File: src/rtl/rr_arb5_64bit.sv
// Round-robin arbiter for five burst producers sharing one 64-bit datapath.
// A grant is held for a whole burst (until a last beat or MAX_BURST accepted
// beats), the selected beat is registered into a single valid/ready output
// stage, and the pointer then advances past the released requester.
module rr_arb5_64bit #(
  parameter int DATA_W    = 64,
  parameter int MAX_BURST = 16
) (
  input  logic              clk,
  input  logic              rst,
  input  logic [4:0]        req_valid,
  input  logic [4:0]        req_last,
  input  logic [DATA_W-1:0] req_data0,
  input  logic [DATA_W-1:0] req_data1,
  input  logic [DATA_W-1:0] req_data2,
  input  logic [DATA_W-1:0] req_data3,
  input  logic [DATA_W-1:0] req_data4,
  output logic [4:0]        req_ready,
  output logic [2:0]        mux_sel,
  output logic              m_valid,
  output logic [DATA_W-1:0] m_data,
  output logic              m_last,
  output logic [2:0]        m_src,
  input  logic              m_ready,
  output logic              busy
);

  typedef enum logic {
    IDLE  = 1'b0,
    GRANT = 1'b1
  } state_e;

  localparam logic [2:0] SEL_NONE  = 3'b111;
  localparam logic [7:0] BURST_MAX = 8'(MAX_BURST);

  // Returns {found, index} of the first set bit scanning base, base+1, ... mod 5.
  function automatic logic [3:0] rr_pick(input logic [4:0] valid,
                                         input logic [2:0] base);
    logic [3:0] sum;
    logic [2:0] cand;
    logic       found;
    logic [2:0] idx;
    found = 1'b0;
    idx   = 3'd0;
    for (int k = 0; k < 5; k++) begin
      sum = {1'b0, base} + 4'(k);
      if (sum >= 4'd5) sum = sum - 4'd5;
      cand = sum[2:0];
      if (!found && valid[cand]) begin
        found = 1'b1;
        idx   = cand;
      end
    end
    return {found, idx};
  endfunction

  state_e              state_q, state_d;
  logic [2:0]          ptr_q, ptr_d;
  logic [2:0]          gnt_q, gnt_d;
  logic [7:0]          beat_cnt_q, beat_cnt_d;
  logic                m_valid_q, m_valid_d;
  logic [DATA_W-1:0]   m_data_q, m_data_d;
  logic                m_last_q, m_last_d;
  logic [2:0]          m_src_q, m_src_d;

  logic [3:0]          pick;
  logic                slot_free;
  logic                accept;
  logic [DATA_W-1:0]   mux_data;

  assign pick = rr_pick(req_valid, ptr_q);

  // 5:1 beat mux; an out-of-range select (nothing granted) yields zero.
  always_comb begin
    case (mux_sel)
      3'd0:    mux_data = req_data0;
      3'd1:    mux_data = req_data1;
      3'd2:    mux_data = req_data2;
      3'd3:    mux_data = req_data3;
      3'd4:    mux_data = req_data4;
      default: mux_data = '0;
    endcase
  end

  // Arbitration FSM, grant handshake and output-stage next state.
  always_comb begin
    // NOTE: every signal written here gets a default first so no path can
    // leave one unassigned and infer a latch.
    state_d    = state_q;
    ptr_d      = ptr_q;
    gnt_d      = gnt_q;
    beat_cnt_d = beat_cnt_q;
    m_valid_d  = m_valid_q;
    m_data_d   = m_data_q;
    m_last_d   = m_last_q;
    m_src_d    = m_src_q;
    req_ready  = '0;
    mux_sel    = SEL_NONE;
    busy       = 1'b0;
    accept     = 1'b0;
    slot_free  = !m_valid_q || m_ready;

    case (state_q)
      IDLE: begin
        if (pick[3]) begin
          gnt_d      = pick[2:0];
          beat_cnt_d = 8'd0;
          state_d    = GRANT;
        end
      end
      GRANT: begin
        mux_sel          = gnt_q;
        busy             = 1'b1;
        req_ready[gnt_q] = slot_free;
        accept           = req_valid[gnt_q] && slot_free;
        if (accept) begin
          beat_cnt_d = beat_cnt_q + 8'd1;
          // Release on the requester's last beat or when the burst cap is hit.
          if (req_last[gnt_q] || (beat_cnt_d == BURST_MAX)) begin
            state_d = IDLE;
            ptr_d   = (gnt_q == 3'd4) ? 3'd0 : gnt_q + 3'd1;
          end
        end
      end
      default: state_d = IDLE;
    endcase

    // A newly accepted beat overwrites the slot even if it drains this cycle.
    if (accept) begin
      m_valid_d = 1'b1;
      m_data_d  = mux_data;
      m_last_d  = req_last[gnt_q];
      m_src_d   = gnt_q;
    end else if (m_valid_q && m_ready) begin
      m_valid_d = 1'b0;
    end
  end

  // State registers with synchronous reset; a reset also drops a held beat.
  always_ff @(posedge clk) begin
    // NOTE: sequential state uses non-blocking assignments so every flop
    // samples its pre-edge value regardless of statement order.
    if (rst) begin
      state_q    <= IDLE;
      ptr_q      <= 3'd0;
      gnt_q      <= 3'd0;
      beat_cnt_q <= 8'd0;
      m_valid_q  <= 1'b0;
      m_data_q   <= '0;
      m_last_q   <= 1'b0;
      m_src_q    <= 3'd0;
    end else begin
      state_q    <= state_d;
      ptr_q      <= ptr_d;
      gnt_q      <= gnt_d;
      beat_cnt_q <= beat_cnt_d;
      m_valid_q  <= m_valid_d;
      m_data_q   <= m_data_d;
      m_last_q   <= m_last_d;
      m_src_q    <= m_src_d;
    end
  end

  assign m_valid = m_valid_q;
  assign m_data  = m_data_q;
  assign m_last  = m_last_q;
  assign m_src   = m_src_q;

endmodule

File: config.mk
export PLATFORM = sky130hd
export DESIGN_NAME = rr_arb5_64bit
export DESIGN_NICKNAME = d
export VERILOG_FILES = /design/src/rtl/rr_arb5_64bit.sv
export SDC_FILE = /design/constraint.sdc
export NUM_CORES = 1
export LEC_CHECK = 0
export ABC_AREA = 1
export BUFFER_PORTS_ARGS = -buffer_cell sky130_fd_sc_hd__buf_2
export CAP_MARGIN = 10
export CORE_AREA = 3 3 160 162
export DETAILED_ROUTE_END_ITERATION = 10
export DIE_AREA = 0 0 163 165
export PLACE_DENSITY_LB_ADDON = 0.08
export SYNTH_ARGS = -nofsm -noshare
export SYNTH_HDL_FRONTEND = slang
export SYNTH_SLANG_ARGS = --single-unit
File: constraint.sdc
create_clock -name clk -period 6.6 [get_ports clk]
set_input_delay 1.32 -clock clk [delete_from_list [all_inputs] [get_ports clk]]
set_output_delay 1.32 -clock clk [all_outputs]
set_load 0.05 [all_outputs]
==> flow_metrics.tcl, run 1 <==
set metrics [dict create \
    status "finished, final reports clean" \
    max-clock-path-buffers 2 \
    final_max_slew_viol_count 0 \
    die_y_um 165 \
    port_buffers 410 \
    yosys_register_bits 84 \
    drive_above_1_share_pct 36.8 \
    period_share_pct 66.4 \
    cts_root_buffer "clkbuf_16" \
    rsz0062_at_grt "false" \
    reg2reg_to "m_data[49]" \
    grt_remaining_overflow 0 \
    synth_flop_cell "dfxtp_1" \
    syn_nets 1244 \
    r2r_setup_slack_ps 2360 \
    slew_headroom_pct 33.5 \
    synth_area_mm2 0.00615 \
    worst_slew_pin_slew_ps 995 \
    cts_tree "yes" \
    drtPass1Iterations 5 \
    fmax_ghz 0.228 \
    end_kind "primary output" \
    maxCapViolCount 0 \
    yosysWarnings 0 \
    synth_edf_count 0 \
    core_area_mm2 0.0242 \
    setup_tns_ps 0 \
    crit_fanout 24 \
    rr_startpoint "gnt_q[1]" \
    syn_area_per_cell_um2 6.85 \
    wl_per_cell_um 21.1 \
    worstHoldPathType "reg2reg" \
    holdBufCountCts 0 \
    die_w_um 163 \
    hold_depth 2 \
    nFillCells 2688 \
    io_pins 411 \
    die_area_mm2 0.0269 \
    clkTransAtPathRegs_ps 70 \
    async_flop_share_pct 0 \
    grt.total_usage_pct 23.3 \
    place_hpwl_um 25600 \
    final_cell_count_no_fill 1587 \
    post-cts-setup-buffers 0 \
    rr_worst_depth 9 \
    min_to "beat_cnt_q[6]" \
    num_vias 8289 \
    clock-sinks 84 \
    period_needed_ps 4380 \
    postSynthCellCount 899 \
    startpoint_type "register" \
    placed_cell_area_mm2 0.00835 \
    start_util_pct 25.4 \
    drt-initial-drc-count 560 \
    setup_viol 0 \
    antenna_found_initial 7 \
    cts_resized 0 \
    wirelength_um 33500 \
    finalPower_mw 3.92 \
    finalHoldViolations 0 \
    multi_input_area_mm2 0.00386 \
    power_density_mw_per_mm2 452 \
    critPathKind "reg2out" \
    h-tree-depth 3 \
    grt_pass1_wl_um 47900 \
    grt_max_degree 104 \
    clkLatencyLatePin_ps 350 \
    place_inst 1567 \
    drc 0 \
    place.gp.congestion 0.948 \
    yosysSeqAreaShare_pct 27.3 \
    p_leak_nw 4.14 \
    ys_types 42 \
    grt_pass1_vias 7916 \
    cp_cell_sequence "inv_1, nor2_4, nand2_1, nor2_1, buf_2" \
    vdd.ir_drop.worst_mv 0.165 \
    final_antenna_net_count 0 \
    fin_area_mm2 0.00866 \
    regArea_mm2 0.00168 \
    hp-start "beat_cnt_q[6]" \
    max_stage_delay_ps 730 \
    area_delta_synth_final_pct 40.7 \
    cpMaxStageDelayCell "nand2_1" \
    critical_path_required_ps 5280 \
    via_per_inst 5.22 \
    fin_nets 1599 \
    rows 57 \
    arrival_ps 3060 \
    skew_ps 7.25 \
    numCtsBuffers 9 \
]
[critical path: cells and delay by family (launching register included)]
family	cells	cell delay, ps
buffers and inverters	2	600
flip-flops	1	650
AND/OR/NAND/NOR	3	1450
[flip-flops by register name (all words and copies together), names as in the netlist]
name        cells
ptr_q           3
m_src           3
m_valid         1
m_data         64
state_q         1
beat_cnt_q      8
gnt_q           3
m_last          1
[logic make-up (layout without fill, tap and decap cells)]
logic type	after synthesis	after routing	share of synthesized area (%)
and+or+nand+nor	453	453	34.8
other	0	4	0
adders and majority gates	12	12	2.56
xor gates and xnor gates	6	6	0.976
DFF	84	84	27.3
buffers and inverters	148	508	10.3
AOI/OAI and AO/OA	196	196	24.1
[layer usage]
layer / track usage [%] / up-vias / wire, µm / part of all wire (%)
met5: 0 / - / 31 / 0.093
met3: 6.09 / 62 / 2860 / 8.6
li1: - / 3999 / - / -
met2: 37.4 / 421 / 15600 / 47
met4: 9.34 / 6 / 991 / 3.0
met1: 29.7 / 3801 / 13900 / 42
[layout make-up]
| type | count | area share (%) |
|---|---|---|
| Tap cell | 324 | 4.68 |
| Antenna cell | 4 | 0.116 |
| Timing Repair Buffer | 419 | 24.5 |
| Multi-Input combinational cell | 667 | 44.6 |
| Clock buffer | 10 | 2.64 |
| Inverter | 73 | 3.19 |
| Clock inverter | 6 | 0.824 |
| Sequential cell | 84 | 19.5 |
[synthesized netlist by cell type (2+ instances only)]
| cell type | count | area share, % |
|---|---|---|
| a211oi_1 | 64 | 7.8 |
| nand2_1 | 141 | 8.6 |
| buf_2 | 31 | 2.5 |
| nand2_2 | 4 | 0.41 |
| nor2_2 | 3 | 0.30 |
| o21ai_0 | 24 | 2.0 |
| dfxtp_1 | 84 | 27 |
| nand3_2 | 5 | 0.81 |
| o221ai_1 | 17 | 2.4 |
| nand4_1 | 59 | 6.0 |
| a21oi_1 | 18 | 1.5 |
| nand3_1 | 141 | 11 |
| ha_1 | 11 | 2.2 |
| nor2_4 | 2 | 0.37 |
| clkbuf_1 | 34 | 2.1 |
| a21o_1 | 2 | 0.24 |
| xor2_1 | 4 | 0.57 |
| nand2_4 | 3 | 0.55 |
| buf_6 | 4 | 0.73 |
| nor3_1 | 3 | 0.24 |
| a221oi_1 | 64 | 9.1 |
| nor2_1 | 87 | 5.3 |
| buf_1 | 4 | 0.24 |
| inv_2 | 2 | 0.12 |
| inv_1 | 71 | 4.3 |
[where the power goes]
group	internal, mW	switching (mW)	leakage (nW)
logic	0.666	1.90	3.31
registers	0.689	0.134	0.689
clock network	0.297	0.230	0.140
total	1.65	2.26	4.14
[stage by stage]
stage | utilization (%) | worst slack [ps] | hold slack [ps]
after CTS | 35.7 | 2200 | 488
after global routing | 35.7 | 1870 | 507
after detailed placement | 34.4 | 2350 | 478
final | 35.7 | 2220 | 484
after global placement | 34.4 | 2520 | 471
after floorplan | - | 2590 | 446
[how the worst max path moves through the flow]
| stage | startpoint | endpoint | slack [ps] |
|---|---|---|---|
| detailed placement | gnt_q[1] | m_data[55] | 2350 |
| global placement | gnt_q[1] | m_data[60] | 2520 |
| global route | gnt_q[1] | m_data[55] | 1870 |
| CTS | state_q | req_ready[2] | 2200 |
| finish | state_q | req_ready[2] | 2220 |
| floorplan | state_q | req_ready[0] | 2590 |
[cells in the final DEF, fill, tap and decap left out, types with 2 or more instances in the layout]
master	instances
a211oi_1	64
dfxtp_2	2
nand2_1	141
nor2_4	6
dfxtp_1	82
xor2_1	4
o221ai_1	17
inv_1	71
diode_2	4
nand2_4	3
a21oi_1	18
inv_6	2
nor3_1	3
a221oi_1	64
o21ai_0	24
nand4_1	59
buf_2	410
clkinvlp_4	2
buf_4	9
clkbuf_16	9
nand3_2	5
nand2_2	4
ha_1	11
nor2_1	86
a21o_1	2
nand3_1	141
Power figures use the tool's default switching activity.
==> run 2, diff against run 1 <==
--- a/config.mk
+++ b/config.mk
@@ -8,9 +8,9 @@
 export ABC_AREA = 1
 export BUFFER_PORTS_ARGS = -buffer_cell sky130_fd_sc_hd__buf_2
 export CAP_MARGIN = 10
-export CORE_AREA = 3 3 160 162
+export CORE_AREA = 3 3 161 163
 export DETAILED_ROUTE_END_ITERATION = 10
-export DIE_AREA = 0 0 163 165
+export DIE_AREA = 0 0 164 166
 export PLACE_DENSITY_LB_ADDON = 0.08
 export SYNTH_ARGS = -nofsm -noshare
 export SYNTH_HDL_FRONTEND = slang
==> constraint.sdc (replaced) <==
create_clock -name clk -period 4.34 [get_ports clk]
set_input_delay 0.868 -clock clk [delete_from_list [all_inputs] [get_ports clk]]
set_output_delay 0.868 -clock clk [all_outputs]
set_load 0.05 [all_outputs]
==> run 2 against run 1 <==
Effect of this change:
- wire length shrank 0.12%
- hold slack better by 3.1 ps
- design area grew 0.53%
- setup slack worse by 1200 ps
- critical path depth unchanged
- via count shrank 0.74%
- sequential power is 47% higher
- die area increased by 1.2%
- core utilization decreased by 0.12 points
- highest routed layer is now met4
==> flow_metrics.tcl, run 2 (synthesis gave the netlist of run 1 again) <==
set metrics [dict create \
    status "finished, final reports clean" \
    finalHoldViolations 0 \
    drive_above_1_share_pct 37.1 \
    drc 0 \
    area_delta_synth_final_pct 41.4 \
    final_antenna_net_count 0 \
    gr-usage-met3_pct 5.64 \
    cts_resized 0 \
    post-cts-setup-buffers 0 \
    clockPowerShare_pct 13.2 \
    setup_viol 0 \
    period_share_pct 76.6 \
    max-clock-path-buffers 2 \
    clock-sinks 84 \
    num_vias 8228 \
    cpLargestDelayFamily "simple AND/OR/NAND/NOR gates" \
    worstHoldPathType "reg2reg" \
    largest_reg_flops 64 \
    via_per_inst 5.17 \
    die_area_mm2 0.0272 \
    numCtsBuffers 9 \
    globalRoute.busiestLayer "met2" \
    worst_slew_pin_slew_ps 901 \
    finalPower_mw 5.96 \
    setup_tns_ps 0 \
    drtPass1Iterations 5 \
    place.gp.congestion 0.955 \
    grt.total_usage_pct 23.1 \
    rows 57 \
    port_buffers 410 \
    utilization_pct 35.6 \
    critical_path_required_ps 3470 \
    cpMaxStageDelayCell "nor2_4" \
    place_hpwl_um 26000 \
    die_y_um 166 \
    slew_headroom_pct 39.8 \
    fmax_ghz 0.301 \
    rsz0062_at_grt "false" \
    p_leak_nw 4.18 \
    wl_per_cell_um 21.0 \
    skew_ps 12.5 \
    vdd.ir_drop.worst_mv 0.259 \
    critPathKind "reg2out" \
    grt_pass1_wl_um 48000 \
    antenna_found_initial 2 \
    grt_remaining_overflow 0 \
    crit_fanout 32 \
    cts_tree "yes" \
    p_int_mw 2.54 \
    grtUsageMet2_pct 39.1 \
    clkLatencyLatePin_ps 350 \
    cts_root_buffer "clkbuf_16" \
    wirelength_um 33400 \
    start_util_pct 25.2 \
    final_max_slew_viol_count 0 \
    critPathBufInv 2 \
    combPwrFrac_pct 66.4 \
    power_density_mw_per_mm2 685 \
    end_kind "primary output" \
    arrival_ps 2450 \
    holdWs_ps 487 \
    die_w_um 164 \
    use_met1_pct 28.9 \
    startpoint_type "register" \
    core_area_mm2 0.0245 \
    p_seq_share_pct 20.4 \
    holdBufCountCts 0 \
    h-tree-depth 3 \
    clkTransAtPathRegs_ps 60 \
    grt_max_degree 77 \
    swShare_pct 57.5 \
    cp_cell_sequence "inv_2, nor2_4, nand2_1, nor2_1, buf_2" \
    max_stage_delay_ps 620 \
    io_pins 411 \
    mostFrequentLayoutCells "410 x buf_2, 141 x nand2_1, 141 x nand3_1, 86 x nor2_1, 82 x dfxtp_1" \
    fin_nets 1605 \
    grt_pass1_vias 7908 \
    final_common_cell "buf_2" \
    maxCapViolCount 0 \
    drt-initial-drc-count 586 \
    power.switching_mw 3.43 \
    period_needed_ps 3320 \
]
## run 2: changes by cell type in the layout (fill, tap and decap cells not counted)
cell,change
buf_4,+5
clkinv_2,+3
clkinvlp_4,-2
buf_12,+1
diode_2,-1
inv_6,-1
## run 2: path summary, 6_finish.rpt
path | depth (start not counted) | end | slack [ps] | startpoint
max reg2reg | 8 | m_data[22] | 1360 | gnt_q[2]
min | 2 | m_data[51] | 490 | m_data[51]
max | 5 | req_ready[2] | 1020 | gnt_q[1]
min reg2reg | 2 | m_data[51] | 490 | m_data[51]
## run 2: per-layer routing
metal | part of all wire [%] | vias to the layer above
met5 | 0 | -
met4 | 3.0 | 0
li1 | - | 4019
met3 | 7.4 | 45
met1 | 42 | 3762
met2 | 48 | 402
## run 2: tightest hold or removal path, delay by kind of cell, from the launching register on
family	cells	cell delay [ps]
simple gates	1	90
compound gates	1	40
flops	1	310
## run 2: stage by stage
| stage | area, µm² | setup WS [ps] | std cells |
|---|---|---|---|
| floorplan | 6150 | 782 | 899 |
| global placement | 8400 | 1360 | 1573 |
| detailed placement | 8400 | 1320 | 1573 |
| CTS | 8700 | 968 | 1589 |
| global route | 8700 | 822 | 1591 |
| finish | 8700 | 1020 | 1592 |
## run 2: power groups by stage
stage	Combinational, mW	Clock [mW]	Sequential (mW)
after global placement	3.99	0	1.22
after CTS	3.99	0.810	1.22
final	3.96	0.786	1.21
after global routing	4.31	0.838	1.25
after floorplan	2.01	0	2.05
after detailed placement	3.98	0	1.23
## run 2: layout make-up
type / count / area (µm²)
multi-input combinational: 667 / 3860
tap: 324 / 405
sequential: 84 / 1680
timing repair buffer: 425 / 2180
fill: 2753 / 15800
antenna: 3 / 7.51
clock inverter: 6 / 62.6
inverter: 73 / 277
clock buffer: 10 / 229
